--- config.mk ---
export PLATFORM = sky130hd
export DESIGN_NAME = store_unit_flat
export DESIGN_NICKNAME = d
export VERILOG_FILES = /design/src/rtl/store_unit_if.sv /design/src/rtl/store_unit.sv /design/src/flat_wrapper.sv
export SDC_FILE = /design/constraint.sdc
export NUM_CORES = 1
export LEC_CHECK = 0
export ABC_CLOCK_PERIOD_IN_PS = 2300
export CAP_MARGIN = 10
export CORE_UTILIZATION = 50
export DETAILED_ROUTE_END_ITERATION = 10
export GPL_ROUTABILITY_DRIVEN = 0
export PLACE_DENSITY = 0.81
export SLEW_MARGIN = 20
export SYNTH_ARGS = -nofsm -noshare
export SYNTH_HDL_FRONTEND = slang
export SYNTH_SLANG_ARGS = --single-unit
--- constraint.sdc ---
create_clock -name clk -period 2.3 [get_ports clk]
set_clock_uncertainty 0.2 [all_clocks]
set_input_delay 0.345 -clock clk [delete_from_list [all_inputs] [get_ports clk]]
set_output_delay 0.345 -clock clk [all_outputs]
set_load 0.02 [all_outputs]
--- src/rtl/store_unit_if.sv ---
// Store request and memory write channels of the store unit.
//
// Handshake rule for both channels: a transfer happens on a rising clock
// edge where valid && ready are both high. The producer holds valid and its
// payload stable until that edge; ready may be high without valid. The store
// channel's ready depends only on buffer fullness, never on st_valid.
interface store_unit_if #(
    parameter int ADDR_WIDTH = 32
);
    // Core -> store unit request channel
    logic                  st_valid;
    logic                  st_ready;
    logic [2:0]            st_funct3;
    logic [ADDR_WIDTH-1:0] st_addr;
    logic [31:0]           st_data;

    // Store unit -> data memory write channel
    logic                  mem_wvalid;
    logic                  mem_wready;
    logic [ADDR_WIDTH-1:0] mem_waddr;
    logic [31:0]           mem_wdata;
    logic [3:0]            mem_wstrb;

    // View taken by the store unit itself
    modport slave (
        input  st_valid, st_funct3, st_addr, st_data, mem_wready,
        output st_ready, mem_wvalid, mem_waddr, mem_wdata, mem_wstrb
    );

    // View taken by the surrounding core/memory environment
    modport master (
        output st_valid, st_funct3, st_addr, st_data, mem_wready,
        input  st_ready, mem_wvalid, mem_waddr, mem_wdata, mem_wstrb
    );
endinterface

--- src/rtl/store_unit.sv ---
// Buffered store path: formats SB/SH/SW into byte lanes plus strobe, rejects
// illegal or misaligned requests with a one-cycle error pulse, and drains
// entries in order to the data memory write port through a small FIFO.
module store_unit #(
    parameter int DEPTH      = 2,
    parameter int ADDR_WIDTH = 32
) (
    input  logic                    clk,
    input  logic                    reset,
    store_unit_if.slave             bus,
    input  logic [ADDR_WIDTH-1:0]   ld_addr,
    output logic                    ld_hazard,
    output logic                    err_misaligned,
    output logic                    err_illegal,
    output logic                    empty,
    output logic [$clog2(DEPTH):0]  count
);
    localparam int PW = $clog2(DEPTH);
    localparam int CW = PW + 1;
    // Only the word part of an address takes part in hazard matching
    localparam logic [ADDR_WIDTH-1:0] WORD_MASK = {{(ADDR_WIDTH-2){1'b1}}, 2'b00};

    // Buffer storage; r_vld marks occupied slots for the hazard search
    logic [ADDR_WIDTH-1:0] r_addr [DEPTH];
    logic [31:0]           r_data [DEPTH];
    logic [3:0]            r_strb [DEPTH];
    logic [DEPTH-1:0]      r_vld;
    logic [PW-1:0]         r_wr_ptr;
    logic [PW-1:0]         r_rd_ptr;
    logic [CW-1:0]         r_count;
    logic                  r_err_mis;
    logic                  r_err_ill;

    logic                  w_full;
    logic                  w_accept;
    logic                  w_push;
    logic                  w_pop;
    logic                  w_illegal;
    logic                  w_misaligned;
    logic [1:0]            w_off;
    logic [31:0]           w_wdata;
    logic [3:0]            w_wstrb;
    logic [ADDR_WIDTH-1:0] w_word_addr;
    logic                  w_hazard;

    assign w_full      = (r_count == CW'(DEPTH));
    assign w_accept    = bus.st_valid && !w_full;
    // Bad requests complete the handshake but never occupy a slot
    assign w_push      = w_accept && !w_illegal && !w_misaligned;
    assign w_pop       = (r_count != '0) && bus.mem_wready;
    assign w_off       = bus.st_addr[1:0];
    assign w_word_addr = bus.st_addr & WORD_MASK;

    // Decode funct3 into lane-replicated data, strobe and error conditions
    always_comb begin
        w_wdata      = bus.st_data;
        w_wstrb      = 4'b1111;
        w_illegal    = 1'b0;
        w_misaligned = 1'b0;
        case (bus.st_funct3)
            3'b000: begin
                w_wdata = {4{bus.st_data[7:0]}};
                w_wstrb = 4'b0001 << w_off;
            end
            3'b001: begin
                w_wdata      = {2{bus.st_data[15:0]}};
                w_wstrb      = w_off[1] ? 4'b1100 : 4'b0011;
                w_misaligned = w_off[0];
            end
            3'b010: begin
                w_misaligned = (w_off != 2'b00);
            end
            default: begin
                w_illegal = 1'b1;
            end
        endcase
    end

    // FIFO storage and pointers; reset drops every buffered entry at once
    always_ff @(posedge clk or negedge reset) begin
        if (!reset) begin
            for (int i = 0; i < DEPTH; i++) begin
                r_addr[i] <= '0;
                r_data[i] <= '0;
                r_strb[i] <= '0;
            end
            r_vld    <= '0;
            r_wr_ptr <= '0;
            r_rd_ptr <= '0;
            r_count  <= '0;
        end else begin
            if (w_pop) begin
                r_vld[r_rd_ptr] <= 1'b0;
                r_rd_ptr        <= r_rd_ptr + PW'(1);
            end
            if (w_push) begin
                r_addr[r_wr_ptr] <= w_word_addr;
                r_data[r_wr_ptr] <= w_wdata;
                r_strb[r_wr_ptr] <= w_wstrb;
                r_vld[r_wr_ptr]  <= 1'b1;
                r_wr_ptr         <= r_wr_ptr + PW'(1);
            end
            case ({w_push, w_pop})
                2'b10:   r_count <= r_count + CW'(1);
                2'b01:   r_count <= r_count - CW'(1);
                default: r_count <= r_count;
            endcase
        end
    end

    // One-cycle error pulses; illegal funct3 takes priority over misalignment
    always_ff @(posedge clk or negedge reset) begin
        if (!reset) begin
            r_err_mis <= 1'b0;
            r_err_ill <= 1'b0;
        end else begin
            r_err_ill <= w_accept && w_illegal;
            r_err_mis <= w_accept && !w_illegal && w_misaligned;
        end
    end

    // Word-granular match of the pending load against every occupied slot
    always_comb begin
        w_hazard = 1'b0;
        for (int i = 0; i < DEPTH; i++) begin
            if (r_vld[i] && (((r_addr[i] ^ ld_addr) & WORD_MASK) == '0)) begin
                w_hazard = 1'b1;
            end
        end
    end

    assign bus.st_ready   = !w_full;
    assign bus.mem_wvalid = (r_count != '0);
    assign bus.mem_waddr  = r_addr[r_rd_ptr];
    assign bus.mem_wdata  = r_data[r_rd_ptr];
    assign bus.mem_wstrb  = r_strb[r_rd_ptr];
    assign ld_hazard      = w_hazard;
    assign err_misaligned = r_err_mis;
    assign err_illegal    = r_err_ill;
    assign empty          = (r_count == '0);
    assign count          = r_count;
endmodule

--- src/flat_wrapper.sv ---
// flat-port wrapper written by rule: the top's interface ports become plain ports
module store_unit_flat 
#(
    parameter int DEPTH      = 2,
    parameter int ADDR_WIDTH = 32
)
  (clk, reset, ld_addr, ld_hazard, err_misaligned, err_illegal, empty, count, bus_st_valid, bus_st_funct3, bus_st_addr, bus_st_data, bus_mem_wready, bus_st_ready, bus_mem_wvalid, bus_mem_waddr, bus_mem_wdata, bus_mem_wstrb);
  store_unit_if #(.ADDR_WIDTH(ADDR_WIDTH)) bus_i ();
  input  logic clk;
  input  logic reset;
  input  logic [ADDR_WIDTH-1:0] ld_addr;
  output logic ld_hazard;
  output logic err_misaligned;
  output logic err_illegal;
  output logic empty;
  output logic [$clog2(DEPTH):0] count;
  input wire logic [$bits(bus_i.st_valid)-1:0] bus_st_valid;
  input wire logic [$bits(bus_i.st_funct3)-1:0] bus_st_funct3;
  input wire logic [$bits(bus_i.st_addr)-1:0] bus_st_addr;
  input wire logic [$bits(bus_i.st_data)-1:0] bus_st_data;
  input wire logic [$bits(bus_i.mem_wready)-1:0] bus_mem_wready;
  output wire logic [$bits(bus_i.st_ready)-1:0] bus_st_ready;
  output wire logic [$bits(bus_i.mem_wvalid)-1:0] bus_mem_wvalid;
  output wire logic [$bits(bus_i.mem_waddr)-1:0] bus_mem_waddr;
  output wire logic [$bits(bus_i.mem_wdata)-1:0] bus_mem_wdata;
  output wire logic [$bits(bus_i.mem_wstrb)-1:0] bus_mem_wstrb;
  assign bus_i.st_valid = bus_st_valid;
  assign bus_i.st_funct3 = bus_st_funct3;
  assign bus_i.st_addr = bus_st_addr;
  assign bus_i.st_data = bus_st_data;
  assign bus_i.mem_wready = bus_mem_wready;
  assign bus_st_ready = bus_i.st_ready;
  assign bus_mem_wvalid = bus_i.mem_wvalid;
  assign bus_mem_waddr = bus_i.mem_waddr;
  assign bus_mem_wdata = bus_i.mem_wdata;
  assign bus_mem_wstrb = bus_i.mem_wstrb;
  store_unit #(.DEPTH(DEPTH), .ADDR_WIDTH(ADDR_WIDTH)) u_core (.clk(clk), .reset(reset), .bus(bus_i), .ld_addr(ld_addr), .ld_hazard(ld_hazard), .err_misaligned(err_misaligned), .err_illegal(err_illegal), .empty(empty), .count(count));
endmodule
* Yosys cells after proc, flatten, opt, wreduce, memory -nomap -nowiden *
Index checks and enable logic that the tools add are counted.

word-level totals
  input port bits = 103
  logic and storage cells = 87
  register bits after elaboration = 144

cells by class
  equal/unequal tests = 5
  reductions and logical operators = 21
  multiplexer cells = 30
  bitwise logic cells = 7
  magnitude comparators = 7
  shift-type cells = 1
  add/subtract/negate cells = 4

operator list
  operator                                                                count
  32-bit two-way mux                                                      7
  64-bit bitwise mux                                                      2
  32-bit zero test                                                        2
  32-bit case mux with 2 select lines                                     1
  32-bit XOR                                                              2
  32-bit demux with 1-bit select                                          1
  4-bit two-way mux                                                       5
  1-bit logical AND                                                       11
  8-bit bitwise mux                                                       1
  4-bit case mux with 2 select lines                                      1
  2-bit nonzero test                                                      3
  1-bit two-way mux                                                       5
  4-bit demux with 1-bit select                                           1
  2-bit equality test (second input constant)                             2
  2-bit greater-or-equal comparator (second input constant)               2
  1-bit by 2-bit < comparator with 1-bit output (second input constant)   2
  2-bit two-way mux                                                       2
  1-bit NOT with 2-bit output                                             2
  2-bit case mux with 2 select lines                                      1
  1-bit by 2-bit << shifter with 4-bit output (first input constant)      1
  3-bit by 1-bit equality test with 1-bit output (second input constant)  1
  3-bit by 2-bit equality test with 1-bit output (second input constant)  1
  3-bit zero test                                                         1
  3-bit OR reduction                                                      1
  13 further kinds                                                        17

* Logic depth before layout (Yosys ltp) *
  depth after elaboration = 9
  mapped depth = 8

* Worst setup path after synthesis *
No wires, ideal clock.

  kind = register -> register
  from = register u_core.r_count[0] (netlist: u_core.count[0])
  to = register u_core.r_addr[10] (netlist name)
  setup slack = 0.033 ns
  library setup time = 0.125 ns
  cell stages (with the launch flop) = 8
  clock period less this slack = 2.267 ns
  required time = 1.975 ns
  arrival = 1.942 ns
  cells stage by stage = dfrtp_1 > nand2b_1 > o2111ai_2 > or2_1 > clkbuf_2 > buf_6 > buf_6 > mux2_4

on the way
  word-level cells in the longest chain between the ends = 5

ends and longest elaborated chain
  item                             RTL line            RTL
  start: declaration               store_unit.sv:30    logic [CW-1:0] r_count;
  start signal: assignment         store_unit.sv:104   2'b10: r_count <= r_count + CW'(1);
  start signal: assignment         store_unit.sv:105   2'b01: r_count <= r_count - CW'(1);
  start signal: assignment         store_unit.sv:106   default: r_count <= r_count;
  2-bit equality test              store_unit.sv:46    assign w_full = (r_count == CW'(DEPTH));
  1-bit zero test                  --
  net bus_st_ready                 flat_wrapper.sv:22  output wire logic [$bits(bus_i.st_ready)-1:0] bus_st_ready;
  1-bit logical AND                store_unit.sv:47    assign w_accept = bus.st_valid && !w_full;
  1-bit logical AND (2 in series)  store_unit.sv:49    assign w_push = w_accept && !w_illegal && !w_misaligned;
  end signal: indexed assignment   store_unit.sv:97    r_addr[r_wr_ptr] <= w_word_addr;
  end: declaration                 store_unit.sv:24    logic [ADDR_WIDTH-1:0] r_addr [DEPTH];

The timed path passes the listed nets, and every way through them passes these cells.
A chain may end at the register's enable or synchronous reset.

* Final worst setup path *
  from = register u_core.r_addr[47] (netlist name)
  to = output port ld_hazard

on the way
  word-level cells in the longest chain between the ends = 5

ends and longest elaborated chain
  item                             RTL line            RTL
  32-bit XOR                       store_unit.sv:126   if (r_vld[i] && (((r_addr[i] ^ ld_addr) & WORD_MASK) == '0)) begin
  32-bit zero test                 store_unit.sv:126
  1-bit logical AND                store_unit.sv:126
  1-bit two-way mux (2 in series)  store_unit.sv:126
  end: declaration                 flat_wrapper.sv:12  output logic ld_hazard;

No other way between the ends.

==> out/results.txt <==
Reg-to-reg critical path startpoint = u_core.count[0]
Layout cell share with drive strength beyond 1 = 0.522
DRC viols = 0
Top-count cell post-synth = mux2_2
Die area = 15000 um^2
Synth area leader = dfrtp_1
ANT cells = 0
Crit path max fanout = 3
CP Capture Type = output port
Async set-reset flop share out of synthesis = 1.00
Mapped Avg Cell Area = 13.7 um^2
Cell Count, Final, Fillers Out = 988
Synth top area cells = dfrtp_1, mux2_2, mux2_4
CTS Root Cell = clkbuf_16
Clock-pin slew on the worst setup and hold paths = 0.06 ns
CTS buffer count = 17
Max Root-Sink Buffers = 2
Fmax = 0.386 GHz
Post-synth top area share = 0.484
Flops & latches, synth = 140
Commonest cells post-synth = mux2_2, dfrtp_1, xnor2_1, xor2_1, mux2_4
Critical path launch point type = register
Slew @ Worst Pin = 0.570 ns
First-pass GRT wire length = 30700 um
CTS tree = done
Antenna violations before repair = 0
Fillers = 866
Worst EP required = 1.75 ns
Vias in the first global route = 5782
Clock sink count = 140
H-Tree Depth = 4
I/O pins = 179
Pwr Density = 1470 nW/um^2
Failing checks = setup timing
Crit Path Class = register to output port
Synth warn = 0
Layout Nets = 900
Normalized max-slew margin = 0.620
Seq/Total Area, Yosys = 0.484
Post-synth EDFFs = 0
Place WS = -0.839 ns
DR iter-0 viols = 202
Run status = finished, violations left
Worst min path class = input pin to asynchronous set/reset pin
Setup-failing EPs final = 19
Post-Syn Area = 7240 um^2
Final Hold Viols = 0
Final critical-path required period = 2.59 ns
Synth unique cells = 31
Vias per inst = 5.44
Critical Path AT = 2.04 ns
Initial Util = 0.518
Sequential Area = 3500 um^2
Period utilisation layout = 1.13
Tot GR Track Use = 0.275
Die X-Extent = 122 um
Core area = 14000 um^2
Largest net degree at the start of global routing = 55
Syn-to-layout area delta = 46.6%
Post-route antenna net violation count = 0
Crit path from = u_core.r_addr[47]
Final Power = 15.6 mW
Max Slew Vio Count = 0
Most used DFF post-synth = dfrtp_1
Clk Latency, worst-skew pair = 0.43 ns
Total wire length = 21000 um
Placed cell count = 939
Port Buffers = 174
GRT overflow = 0
Final core utilization = 0.759
Lkg Pwr = 4.85 nW
Die H = 122 um
Rows = 43
Maxcap violations = 0
Setup TNS = -1.16 ns
Via Count = 5379
HPWL after DPL = 13800 um
RSZ-0062 raised after global routing = true
VDD IR-drop max = 0.843 mV
Routed WL per cell = 21.2 um
Pre-antenna DRT Iters = 4
Multi-input logic area = 3660 um^2
Cells after synthesis = 530
Min setup slack post-route = -0.289 ns
registers in the layout, summed over array words and instances (netlist names):
| register | flops |
|---|---|
| u_core.r_data | 64 |
| u_core.r_wr_ptr | 1 |
| u_core.err_illegal | 1 |
| u_core.count | 2 |
| u_core.err_misaligned | 1 |
| u_core.r_rd_ptr | 1 |
| u_core.r_vld | 2 |
| u_core.r_addr | 60 |
| u_core.r_strb | 8 |
metrics by stage:
stage	hold WS, ns	area (um^2)
after floorplan	-0.151	7250
after global placement	0.144	9770
after detailed placement	0.153	9770
after CTS	0.293	10500
after global routing	0.300	10600
final	0.271	10600
routing by layer:
layer  global-route usage  vias up  routed length, um
met5                    0        -                  0
met4               0.0976        0                404
met3               0.0743       30               1450
met2                0.475      195              10700
met1                0.328     2729               8430
li1                     -     2425                  -
critical path: stages (launching register included):
cell and delay, ns:
dfrtp_1 0.41, xnor2_1 0.17, nand4_1 0.14, or4_4 0.57
o22ai_4 0.19, buf_6 0.14
final timing paths:
check                                    end  slack, ns  cells after the start
max                                ld_hazard      -0.29                      5
min                        u_core.r_addr[43]       0.27                      2
max reg2reg                u_core.r_addr[46]       0.18                      6
min reg2reg                 u_core.r_data[1]       0.30                      1
max in group asynchronous  u_core.r_addr[12]       0.92                      3
min in group clk            u_core.r_data[1]       0.30                      1
timing repair:
| item | in CTS | in global routing |
|---|---|---|
| gates cloned | 1 | 6 |
| resized for setup | 192 | 139 |
| setup endpoints to repair | 68 | 57 |
| pin swaps | 8 | 9 |
| hold buffers | 1 | 0 |
| setup buffers | 2 | 8 |
| endpoints found under the hold margin | 50 | 0 |
where the power goes:
group	internal [mW]	leakage (nW)	switching [mW]
logic	4.58	2.88	3.61
registers	3.68	1.68	0.891
clock network	1.78	0.284	1.02
total	10.0	4.85	5.51
kinds of logic after synthesis:
group	share of synthesized area
DFF	0.484
xor gates and xnor gates	0.0786
AOI/OAI and AO/OA	0.0155
buffers and inverters	0.0282
and+or+nand+nor	0.0330
muxes	0.359
other	0.000518
adders and majority gates	0.00173
placed cells by master, fill, tap and decap left out, types with 8 or more instances in the layout:
| cell | instances |
|---|---|
| mux2_4 | 37 |
| buf_12 | 13 |
| dfrtp_1 | 139 |
| xor2_1 | 31 |
| a21oi_1 | 10 |
| clkbuf_16 | 21 |
| xnor2_1 | 27 |
| mux2_2 | 177 |
| buf_2 | 25 |
| clkdlybuf4s50_1 | 97 |
| mux2i_1 | 8 |
| buf_6 | 25 |
| nand4_1 | 10 |
| buf_4 | 79 |
| nor2_1 | 12 |
| clkbuf_2 | 16 |
cell type report:
| type | instances | share of cell area |
|---|---|---|
| multi-input cells | 355 | 0.345 |
| clock buffers | 25 | 0.0457 |
| repair buffers | 275 | 0.245 |
| well taps | 180 | 0.0212 |
| inverters | 7 | 0.00248 |
| flip-flops and latches | 140 | 0.330 |
| clock inverters | 6 | 0.0104 |
Note: power is estimated with default switching activity, not from simulation.
